## src/rtl/collision_scan_pkg.sv

```systemverilog
// Shared types and sizing helpers for the snake collision scanner.
// Build option: define COLLISION_SELF_EN to let a snake collide with its own body.
package snake_pkg;

  localparam int DEF_COORD_W = 10;
  localparam int DEF_MAX_LEN = 16;

  // Length fields must be able to hold MAX_LEN itself, hence the +1.
  function automatic int len_w(input int max_len);
    return $clog2(max_len + 1);
  endfunction

  function automatic int idx_w(input int max_len);
    return (max_len > 1) ? $clog2(max_len) : 1;
  endfunction

  typedef enum logic [1:0] {
    IDLE = 2'd0,
    SCAN = 2'd1,
    DONE = 2'd2
  } state_t;

endpackage

```

## src/rtl/collision_scan_if.sv

```systemverilog
// Request/result bundle between the game-control FSM and collision_scan.
// Build option: COLLISION_SELF_EN (consumed by the scanner, not by this interface).
interface collision_scan_if
  import snake_pkg::*;
#(
  parameter int NUM_SNAKES = 2,
  parameter int MAX_LEN    = DEF_MAX_LEN,
  parameter int COORD_W    = DEF_COORD_W
);
  localparam int LEN_W = len_w(MAX_LEN);

  logic                                  start;
  logic [NUM_SNAKES*MAX_LEN*COORD_W-1:0] bodies;
  logic [NUM_SNAKES*LEN_W-1:0]           lens;
  logic                                  busy;
  logic                                  done;
  logic [NUM_SNAKES-1:0]                 hit;

  modport master (
    output start, bodies, lens,
    input  busy, done, hit
  );

  modport slave (
    input  start, bodies, lens,
    output busy, done, hit
  );

endinterface

```

## src/rtl/collision_scan_head_seg_cmp.sv

```systemverilog
// Compares every snake head against one segment column (same index in every body).
// Build option: COLLISION_SELF_EN unmasks a head against its own body (index >= 1).
module head_seg_cmp
  import snake_pkg::*;
#(
  parameter int NUM_SNAKES = 2,
  parameter int COORD_W    = DEF_COORD_W,
  parameter int LEN_W      = len_w(DEF_MAX_LEN),
  parameter int IDX_W      = idx_w(DEF_MAX_LEN)
) (
  input  logic [NUM_SNAKES*COORD_W-1:0] i_heads,
  input  logic [NUM_SNAKES*COORD_W-1:0] i_col,
  input  logic [IDX_W-1:0]              i_seg_idx,
  input  logic [NUM_SNAKES*LEN_W-1:0]   i_lens,
  output logic [NUM_SNAKES-1:0]         o_match
);

`ifdef COLLISION_SELF_EN
  localparam bit SELF_EN = 1'b1;
`else
  localparam bit SELF_EN = 1'b0;
`endif

  logic [LEN_W-1:0] w_seg_ext;
  logic             w_seg_zero;

  assign w_seg_ext  = LEN_W'(i_seg_idx);
  assign w_seg_zero = (i_seg_idx == '0);

  genvar gi, gk;
  generate
    for (gi = 0; gi < NUM_SNAKES; gi++) begin : g_head
      logic [NUM_SNAKES-1:0] w_pair;
      logic                  w_head_live;

      assign w_head_live = (i_lens[gi*LEN_W +: LEN_W] != '0);

      for (gk = 0; gk < NUM_SNAKES; gk++) begin : g_seg
        localparam bit SAME = (gi == gk);
        logic w_in_len;
        logic w_eq;
        logic w_masked;

        // A zero length makes w_in_len false, so absent snakes never match.
        assign w_in_len    = (w_seg_ext < i_lens[gk*LEN_W +: LEN_W]);
        assign w_eq        = (i_col[gk*COORD_W +: COORD_W] == i_heads[gi*COORD_W +: COORD_W]);
        assign w_masked    = SAME && (!SELF_EN || w_seg_zero);
        assign w_pair[gk]  = w_head_live && w_in_len && w_eq && !w_masked;
      end

      assign o_match[gi] = |w_pair;
    end
  endgenerate

endmodule

```

## src/rtl/collision_scan.sv

```systemverilog
// Snapshots all snake bodies on start, then walks one segment index per cycle collecting head hits.
// Build option: COLLISION_SELF_EN (self-body collisions, handled in head_seg_cmp).
module collision_scan
  import snake_pkg::*;
#(
  parameter int NUM_SNAKES = 2,
  parameter int MAX_LEN    = DEF_MAX_LEN,
  parameter int COORD_W    = DEF_COORD_W
) (
  input logic              clk,
  input logic              rst_n,
  collision_scan_if.slave  bus
);

  localparam int LEN_W  = len_w(MAX_LEN);
  localparam int IDX_W  = idx_w(MAX_LEN);
  localparam int BODY_W = NUM_SNAKES * MAX_LEN * COORD_W;
  localparam logic [IDX_W-1:0] LAST_IDX  = IDX_W'(MAX_LEN - 1);
  localparam logic [LEN_W-1:0] MAX_LEN_L = LEN_W'(MAX_LEN);

  state_t                      r_state;
  state_t                      w_state_next;
  logic [IDX_W-1:0]            r_seg_idx;
  logic [IDX_W-1:0]            w_seg_idx_next;
  logic [BODY_W-1:0]           r_bodies;
  logic [NUM_SNAKES*LEN_W-1:0] r_lens;
  logic [NUM_SNAKES*LEN_W-1:0] w_lens_sat;
  logic [NUM_SNAKES-1:0]       r_hit;
  logic [NUM_SNAKES-1:0]       w_hit_next;
  logic [NUM_SNAKES-1:0]       w_match;
  logic                        w_snap;
  logic [NUM_SNAKES*COORD_W-1:0] w_heads;
  logic [NUM_SNAKES*COORD_W-1:0] w_col;

  genvar gi;
  generate
    for (gi = 0; gi < NUM_SNAKES; gi++) begin : g_snake
      logic [LEN_W-1:0] w_len_in;

      assign w_len_in = bus.lens[gi*LEN_W +: LEN_W];
      // Oversized lengths clamp so the scan never reads past a body buffer.
      assign w_lens_sat[gi*LEN_W +: LEN_W] = (w_len_in > MAX_LEN_L) ? MAX_LEN_L : w_len_in;
      assign w_heads[gi*COORD_W +: COORD_W] = r_bodies[gi*MAX_LEN*COORD_W +: COORD_W];
      assign w_col[gi*COORD_W +: COORD_W] =
        r_bodies[(gi*MAX_LEN + int'(r_seg_idx))*COORD_W +: COORD_W];
    end
  endgenerate

  head_seg_cmp #(
    .NUM_SNAKES (NUM_SNAKES),
    .COORD_W    (COORD_W),
    .LEN_W      (LEN_W),
    .IDX_W      (IDX_W)
  ) u_cmp (
    .i_heads   (w_heads),
    .i_col     (w_col),
    .i_seg_idx (r_seg_idx),
    .i_lens    (r_lens),
    .o_match   (w_match)
  );

  always_comb begin
    w_state_next   = r_state;
    w_seg_idx_next = r_seg_idx;
    w_hit_next     = r_hit;
    w_snap         = 1'b0;
    case (r_state)
      IDLE: begin
        if (bus.start) begin
          w_snap         = 1'b1;
          w_hit_next     = '0;
          w_seg_idx_next = '0;
          w_state_next   = SCAN;
        end
      end
      SCAN: begin
        w_hit_next = r_hit | w_match;
        if (r_seg_idx == LAST_IDX) begin
          w_state_next = DONE;
        end else begin
          w_seg_idx_next = r_seg_idx + 1'b1;
        end
      end
      DONE: begin
        w_state_next = IDLE;
      end
      default: begin
        w_state_next = IDLE;
      end
    endcase
  end

  always_ff @(posedge clk or negedge rst_n) begin
    if (!rst_n) begin
      r_state   <= IDLE;
      r_seg_idx <= '0;
      r_hit     <= '0;
      r_bodies  <= '0;
      r_lens    <= '0;
    end else begin
      r_state   <= w_state_next;
      r_seg_idx <= w_seg_idx_next;
      r_hit     <= w_hit_next;
      if (w_snap) begin
        r_bodies <= bus.bodies;
        r_lens   <= w_lens_sat;
      end
    end
  end

  assign bus.busy = (r_state != IDLE);
  assign bus.done = (r_state == DONE);
  assign bus.hit  = r_hit;

endmodule

```

## src/flat_wrapper.sv

```systemverilog
// flat-port wrapper written by rule: the top's interface ports become plain ports
module collision_scan_flat import snake_pkg::*;
#(
  parameter int NUM_SNAKES = 2,
  parameter int MAX_LEN    = DEF_MAX_LEN,
  parameter int COORD_W    = DEF_COORD_W
)
  (clk, rst_n, bus_start, bus_bodies, bus_lens, bus_busy, bus_done, bus_hit);
  collision_scan_if #(.NUM_SNAKES(NUM_SNAKES), .MAX_LEN(MAX_LEN), .COORD_W(COORD_W)) bus_i ();
  input logic clk;
  input logic rst_n;
  input wire logic [$bits(bus_i.start)-1:0] bus_start;
  input wire logic [$bits(bus_i.bodies)-1:0] bus_bodies;
  input wire logic [$bits(bus_i.lens)-1:0] bus_lens;
  output wire logic [$bits(bus_i.busy)-1:0] bus_busy;
  output wire logic [$bits(bus_i.done)-1:0] bus_done;
  output wire logic [$bits(bus_i.hit)-1:0] bus_hit;
  assign bus_i.start = bus_start;
  assign bus_i.bodies = bus_bodies;
  assign bus_i.lens = bus_lens;
  assign bus_busy = bus_i.busy;
  assign bus_done = bus_i.done;
  assign bus_hit = bus_i.hit;
  collision_scan #(.NUM_SNAKES(NUM_SNAKES), .MAX_LEN(MAX_LEN), .COORD_W(COORD_W)) u_core (.clk(clk), .rst_n(rst_n), .bus(bus_i));
endmodule
```

## config.mk

```make
export PLATFORM = sky130hd
export DESIGN_NAME = collision_scan_flat
export DESIGN_NICKNAME = d
export VERILOG_FILES = /design/src/rtl/collision_scan_pkg.sv /design/src/rtl/collision_scan_if.sv /design/src/rtl/collision_scan_head_seg_cmp.sv /design/src/rtl/collision_scan.sv /design/src/flat_wrapper.sv
export SDC_FILE = /design/constraint.sdc
export NUM_CORES = 1
export LEC_CHECK = 0
export CORE_ASPECT_RATIO = 1.1
export CORE_MARGIN = 2
export CORE_UTILIZATION = 40
export CTS_CLUSTER_SIZE = 16
export DETAILED_ROUTE_END_ITERATION = 10
export PLACE_DENSITY = 0.6
export SLEW_MARGIN = 40
export SYNTH_ARGS = -nofsm -noshare
export SYNTH_HDL_FRONTEND = slang
export SYNTH_SLANG_ARGS = --single-unit
```

## constraint.sdc

```tcl
create_clock -name clk -period 6.1 [get_ports clk]
set_clock_uncertainty 0.15 [all_clocks]
set_input_delay 0.61 -clock clk [delete_from_list [all_inputs] [get_ports clk]]
set_output_delay 0.61 -clock clk [all_outputs]
set_load 0.05 [all_outputs]
```

==> run metrics, run 1 <==
hold path depth=1; RR Endpoint=u_core.bus.hit[0]; root buffer cell=clkbuf_16; total gr overflow=0; core area=~0.065 mm²; post-synth top area share=32.18%; final setup margin=about 1.1 ns; top cells by area, synth=dfrtp_1 (32%), mux4_2 (24%), nand2_1 (16%); initial core utilization=40.45%; DRC=0; drt wl/cell=around 28 µm; Tcrit/Tclk final=about four fifths; dominant synthesized flop cell=dfrtp_1; Final nets=around 3300; Port Buffers=around 340; Slew HR=between 40% and 50%; critical path arrival=around 5.3 ns; fin. max-slew vios=0; top cell type by total area after synthesis=dfrtp_1; Vias=roughly 24000; DRT iter0 DRCs=3051; CTS-repair resized insts=0; YS warnings=0; Area Growth Syn to Fin=19.32%; gr usage total=a little under a third; Worst Path Class, Setup=reg2reg; layout cells sized above 1=roughly 15%; RSZ-0062 raised after global routing=false; Setup crit start kind=flip-flop; Global Route met3 Usage=roughly 7.2%; die area=0.06779 mm²; Final setup viols=0; # H-tree levels=2; most common cell after layout, fill and taps aside=nand2_1; number of synthesized flops with an enable pin=0; Filler Cell Count=approximately 6000; initial antenna violation count=4; syn_area_per_cell=between 9 and 10 µm²; critical path fanouts, max=52; setup_tns=0 ns; # IOs=337; final core utilization=between 40% and 50%; drt total wl=roughly 110 mm; worst hold path class=reg2reg; first-pass GRT wire length=roughly 160 mm; die width=~250 µm; die height=around 270 µm; number of antenna-violating nets in the routed design=0; final hold viol count=0; Netlist Area Pre-Place=0.02629 mm²; max cap viols=0; number of cell rows=about 100; R2R depth=12; CTS Buf Count=36; Seq/Total Area, Yosys=between 30% and 40%; gpl congestion=roughly 1.0; Synth async-reset ratio=100.0%; worst r2r src=u_core.r_seg_idx[3]; Crit. End Element=flip-flop; GR met2 Demand/Resource=~49%; Slew @ Worst Pin=slightly below 0.9 ns; largest net degree at the start of global routing=approximately 160; vias in the first global route=23750; Worst EP required=6.41 ns; drt first pass iters=6; hpwl dp=roughly 80 mm; FF+latch count, synth=338; Worst-path clk slew=~0.07 ns; busiest grt layer=met2; reg2reg setup slack=1.14 ns; CTS Buffer Depth=3; Num Clock Sinks=about 340; Period minus WS final=just under 5 ns; Unique masters post-synth=77; met1 Track Usage GR=42.49%; Mapped Cells=~2700; f_max=between 0.2 and 0.25 GHz; Hold Startpoint=u_core.r_state[1]; worst hold endpoint=u_core.r_state[0]; Skew-Pair Late Insertion Delay=~0.56 ns; syn nets=3063; outcome=finished clean; Vias/cell=roughly 6.3; dpl ws=roughly 1.2 ns; TritonCTS clock tree=built; most frequent cells in the layout=nand2_1 (1085), dfrtp_1 (336), clkdlybuf4s50_1 (335), mux4_2 (281), mux2i_1 (171)
final cells by class:
| cell class | instances | area [µm²] | share of cell area (%) |
|---|---|---|---|
| multi-input cells | 2134 | 16550 | 52.76 |
| flip-flops and latches | 338 | 8466 | 26.99 |
| clock inverters | 8 | 76.32 | 0.2433 |
| diodes | 2 | 5.005 | 0.01596 |
| clock buffers | 50 | 1065 | 3.394 |
| inverters | 21 | 78.83 | 0.2513 |
| repair buffers | 397 | 4064 | 12.96 |
| well taps | 850 | 1064 | 3.391 |
worst max-delay path: stages, from the launching register on:
cell and delay (ns):
dfrtp_1 0.74, ha_1 0.38, ha_4 0.61, buf_12 0.34, nor2b_1 0.61, o221ai_1 0.32, o22ai_1 0.25, nor3_1 0.06
a22o_1 0.25, a22oi_1 0.20, mux2i_1 0.10, or4_1 0.59, o41ai_2 0.23
cell families after synthesis:
logic type	after synthesis	synth area share [%]
compound gates	336	9.019
xor+xnor	16	0.5331
fa+ha+maj	14	0.7235
buf+inv	244	5.021
flops	338	32.18
mux	495	33.17
simple gates	1273	19.36
repair_timing:
item / in CTS / in global routing
endpoints found under the hold margin: 42 / 0
setup buffers: 0 / 0
hold buffers: 1 / 0
how the worst max path moves through the flow:
stage,from,endpoint,slack (ns),cells after the start
after floorplan,u_core.r_seg_idx[1],u_core.bus.hit[0],1.84,15
after global placement,u_core.r_seg_idx[1],u_core.bus.hit[0],1.21,14
after detailed placement,u_core.r_seg_idx[3],u_core.bus.hit[0],1.17,12
after CTS,u_core.r_seg_idx[3],u_core.bus.hit[0],1.16,12
after global routing,u_core.r_seg_idx[1],u_core.bus.hit[0],0.91,11
final,u_core.r_seg_idx[3],u_core.bus.hit[0],1.14,12
sequential cells by signal, summed over array words and instances, names as in the netlist:
name              cells
u_core.r_lens        10
u_core.r_state        2
u_core.bus.hit        2
u_core.r_bodies     320
u_core.r_seg_idx      4
through the flow:
step	std cells	hold slack, ns	cell area [µm²]
after floorplan	2716	0.1644	26290
final	3800	0.3691	31370
after detailed placement	3735	0.3584	30120
after CTS	3794	0.3732	31270
after global routing	3798	0.3960	31360
after global placement	3734	0.3421	30090
cell usage after synthesis (32+ instances only):
library cell,instances
a21oi_1,48
nand2_1,1086
o21ai_0,57
mux2i_1,171
buf_4,42
buf_2,37
o221ai_1,40
nor2_1,61
clkbuf_1,108
mux4_2,281
a22oi_1,32
dfrtp_1,338
routing by layer:
| metal | up-vias | wire length (µm) |
|---|---|---|
| met1 | 12220 | 44240 |
| met4 | 6 | 3825 |
| li1 | 10280 | - |
| met3 | 226 | 9913 |
| met5 | - | 33 |
| met2 | 1314 | 49390 |
Power of run 1 is not shown: default switching activity piles up to over one toggle a cycle in this logic, so the estimate is an artifact.
==> run 2: changes to the inputs <==
clock period = 5 ns   (was 6.1 ns; I/O delays follow)
==> run 2 against run 1 <==
Critical path depth down 1. Utilization up 0.77 points. Routed wire length up 3.5%. Count of clock-buffer cells in the layout down 1. Flip-flop and latch count unchanged. Non-clock buffer count up 54. Maximum frequency up 8.7%. Cell area up 1.6%. Critical endpoint unchanged. Largest cell class unchanged.
==> run metrics, run 2 (same netlist as run 1, synthesis figures left out) <==
outcome=finished clean; # H-tree levels=2 (unchanged); # IOs=337 (unchanged); Slew @ Worst Pin=0.8516 ns (-0.03654 ns); Vias/cell=6.314 (-0.20%); max reg flops=320 (unchanged); register area=0.008466 mm² (unchanged); Num Clock Sinks=338 (unchanged); die width=248.4 µm (unchanged); root buffer cell=clkbuf_16; fin. max-slew vios=0 (unchanged); critical path fanouts, max=83 (+60%); number of antenna-violating nets in the routed design=0 (unchanged); area of the multi-input gates=0.01655 mm² (unchanged); DRC=0 (unchanged); drt total wl=111.2 mm (+3.5%); DRT iter0 DRCs=3145 (+3.1%); first-pass GRT wire length=163.8 mm (+2.9%); busiest grt layer=met2; critical path arrival=4.87 ns (-0.40 ns); gr usage total=32.16% (+1.1 points); die area=0.06779 mm² (unchanged); dpl ws=0.4909 ns (-0.6762 ns); Area Growth Syn to Fin=21.23%; drt wl/cell=28.84 µm (+2.0%); Crit. End Element=flip-flop; Vias=24350 (+1.3%); Final setup viols=0 (unchanged); Global Route met3 Usage=6.915% (-0.31 points); RSZ-0062 raised after global routing=false; max cap viols=0 (unchanged); Tcrit/Tclk final=91.30% (+9.9 points); most frequent cells in the layout=nand2_1 (1085), dfrtp_1 (336), clkdlybuf4s50_1 (335), mux4_2 (281), mux2i_1 (171); total gr overflow=0 (unchanged); most common cell after layout, fill and taps aside=nand2_1; final hold viol count=0 (unchanged); Worst Path Class, Setup=reg2reg; gpl congestion=1.042 (+3.5%); Slew HR=43.11% (+2.4 points); top flop regs=u_core.r_bodies: 320 flops, u_core.r_lens: 10 flops, u_core.r_seg_idx: 4 flops; setup_tns=0 ns (unchanged); Worst EP required=5.31 ns (-1.10 ns); CTS-repair resized insts=0 (unchanged); TritonCTS clock tree=built; die height=272.9 µm (unchanged); Reg with most FFs=u_core.r_bodies; final setup margin=0.4352 ns (-0.7025 ns); initial antenna violation count=3 (-1); initial core utilization=40.45% (unchanged); post-route insts no fill=3856 (+1.5%); Skew-Pair Late Insertion Delay=0.56 ns (about the same); worst hold path class=in2async; GR met2 Demand/Resource=50.22% (+1.2 points); Setup crit start kind=flip-flop; vias in the first global route=24010 (+1.1%); core area=0.06499 mm² (unchanged); met1 Track Usage GR=44.04% (+1.6 points); largest net degree at the start of global routing=128 (-20%); Period minus WS final=4.565 ns (-0.3975 ns); Antenna Diode Count=0 (-2); layout cells sized above 1=16.80% (+1.5 points); f_max=0.2191 GHz (+8.7%); Filler Cell Count=5981 (-1.0%); hpwl dp=85.19 mm (+5.1%); Final nets=3330 (+1.7%); CTS Buf Count=37 (+2.8%); Worst-path clk slew=0.06 ns (about the same); number of instances in the placed design=3792 (+1.5%); Port Buffers=336 (unchanged); CTS Buffer Depth=3 (unchanged); Post-CTS Setup Inserts=0 (unchanged); number of cell rows=98 (unchanged); drt first pass iters=6 (unchanged)
[run 2: cell types whose count changed in the layout (fill, tap and decap cells not counted), sizes merged]
cell,change
buf,+54
bufinv,+4
clkbuf,-1
clkinvlp,+1
diode,-2
[run 2: cell type report]
class                      count  share of cell area, %
clock buffer                  49                  3.172
clock inverter                13                 0.6282
inverter                      21                 0.2473
multi-input combinational   2134                  51.93
sequential                   338                  26.56
tap                          850                  3.337
timing repair buffer         451                  14.12
[run 2: timing repair]
action	in CTS	in global routing
hold endpoints to repair	48	0
hold buffers	1	0
endpoints found under the setup margin	0	0
[run 2: worst max-delay path: stages (launching register included)]
cell and delay (ns):
dfrtp_4 0.46, buf_12 0.41, buf_4 0.75, mux4_1 0.44
mux2_2 0.28, mux4_2 0.46, o21ai_0 0.28, a31oi_1 0.11
mux2_2 0.24, nand4_1 0.07, or4_1 0.54, o41ai_2 0.20
[run 2: final timing paths]
path,from,slack (ns),endpoint,cells past startpoint
worst max-delay path,u_core.r_seg_idx[1],0.44,u_core.bus.hit[0],11
worst min-delay path,rst_n,0.29,u_core.r_bodies[189],2
worst max register to register,u_core.r_seg_idx[1],0.44,u_core.bus.hit[0],11
worst min register to register,u_core.r_state[1],0.37,u_core.r_state[0],1
max in group asynchronous,rst_n,3.13,u_core.r_bodies[118],4
min in group clk,bus_bodies[315],0.31,u_core.r_bodies[315],3
[run 2: metrics by stage]
stage / hold slack (ns) / utilization, % / instance area (µm²)
global placement: 0.3473 / 47.07 / 30590
CTS: 0.2940 / 48.99 / 31840
global route: 0.3182 / 49.04 / 31870
finish: 0.2909 / 49.04 / 31870
floorplan: 0.05441 / - / 26290
detailed placement: 0.2840 / 47.11 / 30620
[run 2: metal layers]
metal	vias to the layer above	part of all wire (%)
met4	4	4.2
li1	10380	-
met2	1491	46
met3	243	9.6
met5	-	0.020
met1	12230	41
Power of run 2 is left out for the same reason.
==> run 3: changes to the inputs <==
CORE_MARGIN = 4   (was 2)
==> run 3 against run 2 <==
Die area up 3.1%. Routed wire length down 0.56%. Utilization down 0.090 points. Maximum frequency down 5.6%. Hold slack improved by 0.027 ns. Setup slack worse by 0.27 ns. Flip-flop and latch count unchanged. Non-clock buffer count down 6. Critical path type unchanged.
==> run metrics, run 3 (same netlist as run 1, synthesis figures left out) <==
Vias=24020 (-1.3%); Antenna Diode Count=0 (unchanged); initial core utilization=40.37% (-0.076 points); critical path's slowest cell=fa_2; layout cells sized above 1=16.77% (-0.033 points); Slew HR=39.50% (-3.6 points); Num Clock Sinks=338 (unchanged); Tcrit/Tclk final=96.71% (+5.4 points); WP buf/inv=4 (+2); largest net degree at the start of global routing=152 (+19%); fin. max-slew vios=0 (unchanged); most common cell after layout, fill and taps aside=nand2_1; top flop regs=u_core.r_bodies: 320 flops, u_core.r_lens: 10 flops, u_core.r_seg_idx: 4 flops; reg2reg setup slack=0.16 ns (-0.27 ns); register area=0.008466 mm² (unchanged); die width=252.4 µm (+1.6%); max cap viols=0 (unchanged); Worst Path Class, Setup=reg2reg; hpwl dp=85.08 mm (-0.13%); CTS Buf Count=38 (+2.7%); area of the multi-input gates=0.01655 mm² (about the same); DRC=0 (unchanged); Slew @ Worst Pin=0.9056 ns (+0.05396 ns); Crit. End Element=flip-flop; Vias/cell=6.230 (-1.3%); die area=0.06989 mm² (+3.1%); setup_tns=0 ns (unchanged); drt wl/cell=28.68 µm (-0.56%); hold_buf cts=1 (unchanged); Post-CTS Setup Inserts=0 (unchanged); core area=0.06511 mm² (+0.19%); CP delay by family, top=compound AO/OA/AOI/OAI gates; final hold viol count=0 (unchanged); Period minus WS final=4.835 ns (+0.2705 ns); Filler Cell Count=6043 (+1.0%); first-pass GRT wire length=163.7 mm (about the same); vias in the first global route=24310 (+1.3%); Setup crit start kind=flip-flop; initial antenna violation count=4 (+1); gr usage total=30.99% (-1.2 points); total gr overflow=0 (unchanged); TritonCTS clock tree=built; drt total wl=110.6 mm (-0.56%); critical path fanouts, max=14 (-83%); Worst EP required=5.31 ns (about the same); # IOs=337 (unchanged); Worst-path clk slew=0.07 ns (about the same); critical path arrival=5.14 ns (+0.27 ns); Skew-Pair Late Insertion Delay=0.56 ns (about the same); f_max=0.2068 GHz (-5.6%); outcome=finished clean; drt first pass iters=6 (unchanged); gpl congestion=1.012 (-2.9%); most frequent cells in the layout=nand2_1 (1085), dfrtp_1 (336), clkdlybuf4s50_1 (335), mux4_2 (281), mux2i_1 (171); Port Buffers=336 (unchanged); number of cell rows=98 (unchanged); DRT iter0 DRCs=2699 (-14%); die height=276.9 µm (+1.5%); number of antenna-violating nets in the routed design=0 (unchanged); max reg flops=320 (unchanged); CTS-repair resized insts=0 (unchanged); RSZ-0062 raised after global routing=false; # H-tree levels=2 (unchanged); Reg with most FFs=u_core.r_bodies; Final nets=3325 (-0.15%); worst hold path class=in2reg; Area Growth Syn to Fin=21.23% (about the same); cell chain of the critical path=ha_1 -> ha_4 -> inv_1 -> fa_2 -> clkinv_1 -> buf_12 -> a211oi_1 -> buf_4 -> a221o_1 -> nor4_1 -> o221ai_1 -> o211ai_1 -> xnor2_1 -> o2111ai_1 -> o41ai_2; CTS Buffer Depth=3 (unchanged); max incr delay on CP=0.82 ns (+0.07 ns); Final setup viols=0 (unchanged); root buffer cell=clkbuf_16
run 3: cell count changes in the layout (fill, tap and decap cells not counted):
cell / before / now
buf_12: 18 / 17
buf_16: 2 / 4
buf_4: 94 / 87
bufinv_16: 5 / 1
clkbuf_16: 37 / 41
clkinv_2: 5 / 8
clkinv_4: 0 / 3
nor2b_1: 13 / 14
nor2b_2: 1 / 0
run 3: layout make-up:
type	instances	share of cell area, %
Multi-Input combinational cell	2134	51.92
Inverter	21	0.2473
Clock buffer	53	3.486
Clock inverter	15	0.3808
Timing Repair Buffer	445	14.06
Tap cell	850	3.337
Sequential cell	338	26.56
run 3: worst paths after layout:
path	startpoint	endpoint	depth (start not counted)
min in group asynchronous	rst_n	u_core.r_bodies[9]	2
hold reg to reg	u_core.r_lens[0]	u_core.r_lens[0]	2
hold / removal	bus_bodies[78]	u_core.r_bodies[78]	3
max in group asynchronous	rst_n	u_core.r_bodies[264]	3
setup / recovery	u_core.r_seg_idx[1]	u_core.bus.hit[0]	15
setup reg to reg	u_core.r_seg_idx[1]	u_core.bus.hit[0]	15
run 3: per-stage QoR:
stage / utilization [%] / std cells / instance area, µm² / setup slack, ns / hold slack, ns
after detailed placement: 46.87 / 3783 / 30520 / 0.2631 / 0.3522
after global placement: 46.84 / 3782 / 30500 / 0.2606 / 0.3536
final: 48.95 / 3856 / 31870 / 0.1647 / 0.3180
after global routing: 48.95 / 3856 / 31870 / 0.01203 / 0.3118
after CTS: 48.78 / 3852 / 31760 / 0.2200 / 0.2862
after floorplan: - / 2716 / 26290 / 0.7409 / 0.05441
run 3: layer usage:
layer / vias up / routed length, µm / part of all wire, % / GRT usage, %
met4: 4 / 4345 / 3.9 / 9.972
met5: - / 26 / 0.024 / 0
met1: 12060 / 44820 / 41 / 42.77
met2: 1315 / 50950 / 46 / 48.60
met3: 256 / 10440 / 9.4 / 7.364
li1: 10390 / - / - / -
run 3: worst register-to-register path: stages (launching register included):
cell and delay, ns:
dfrtp_4 0.56, ha_1 0.35, ha_4 0.14, inv_1 0.06, fa_2 0.82, clkinv_1 0.37, buf_12 0.26, a211oi_1 0.20
buf_4 0.19, a221o_1 0.20, nor4_1 0.08, o221ai_1 0.46, o211ai_1 0.20, xnor2_1 0.17, o2111ai_1 0.18, o41ai_2 0.35
Power of run 3 is left out for the same reason.
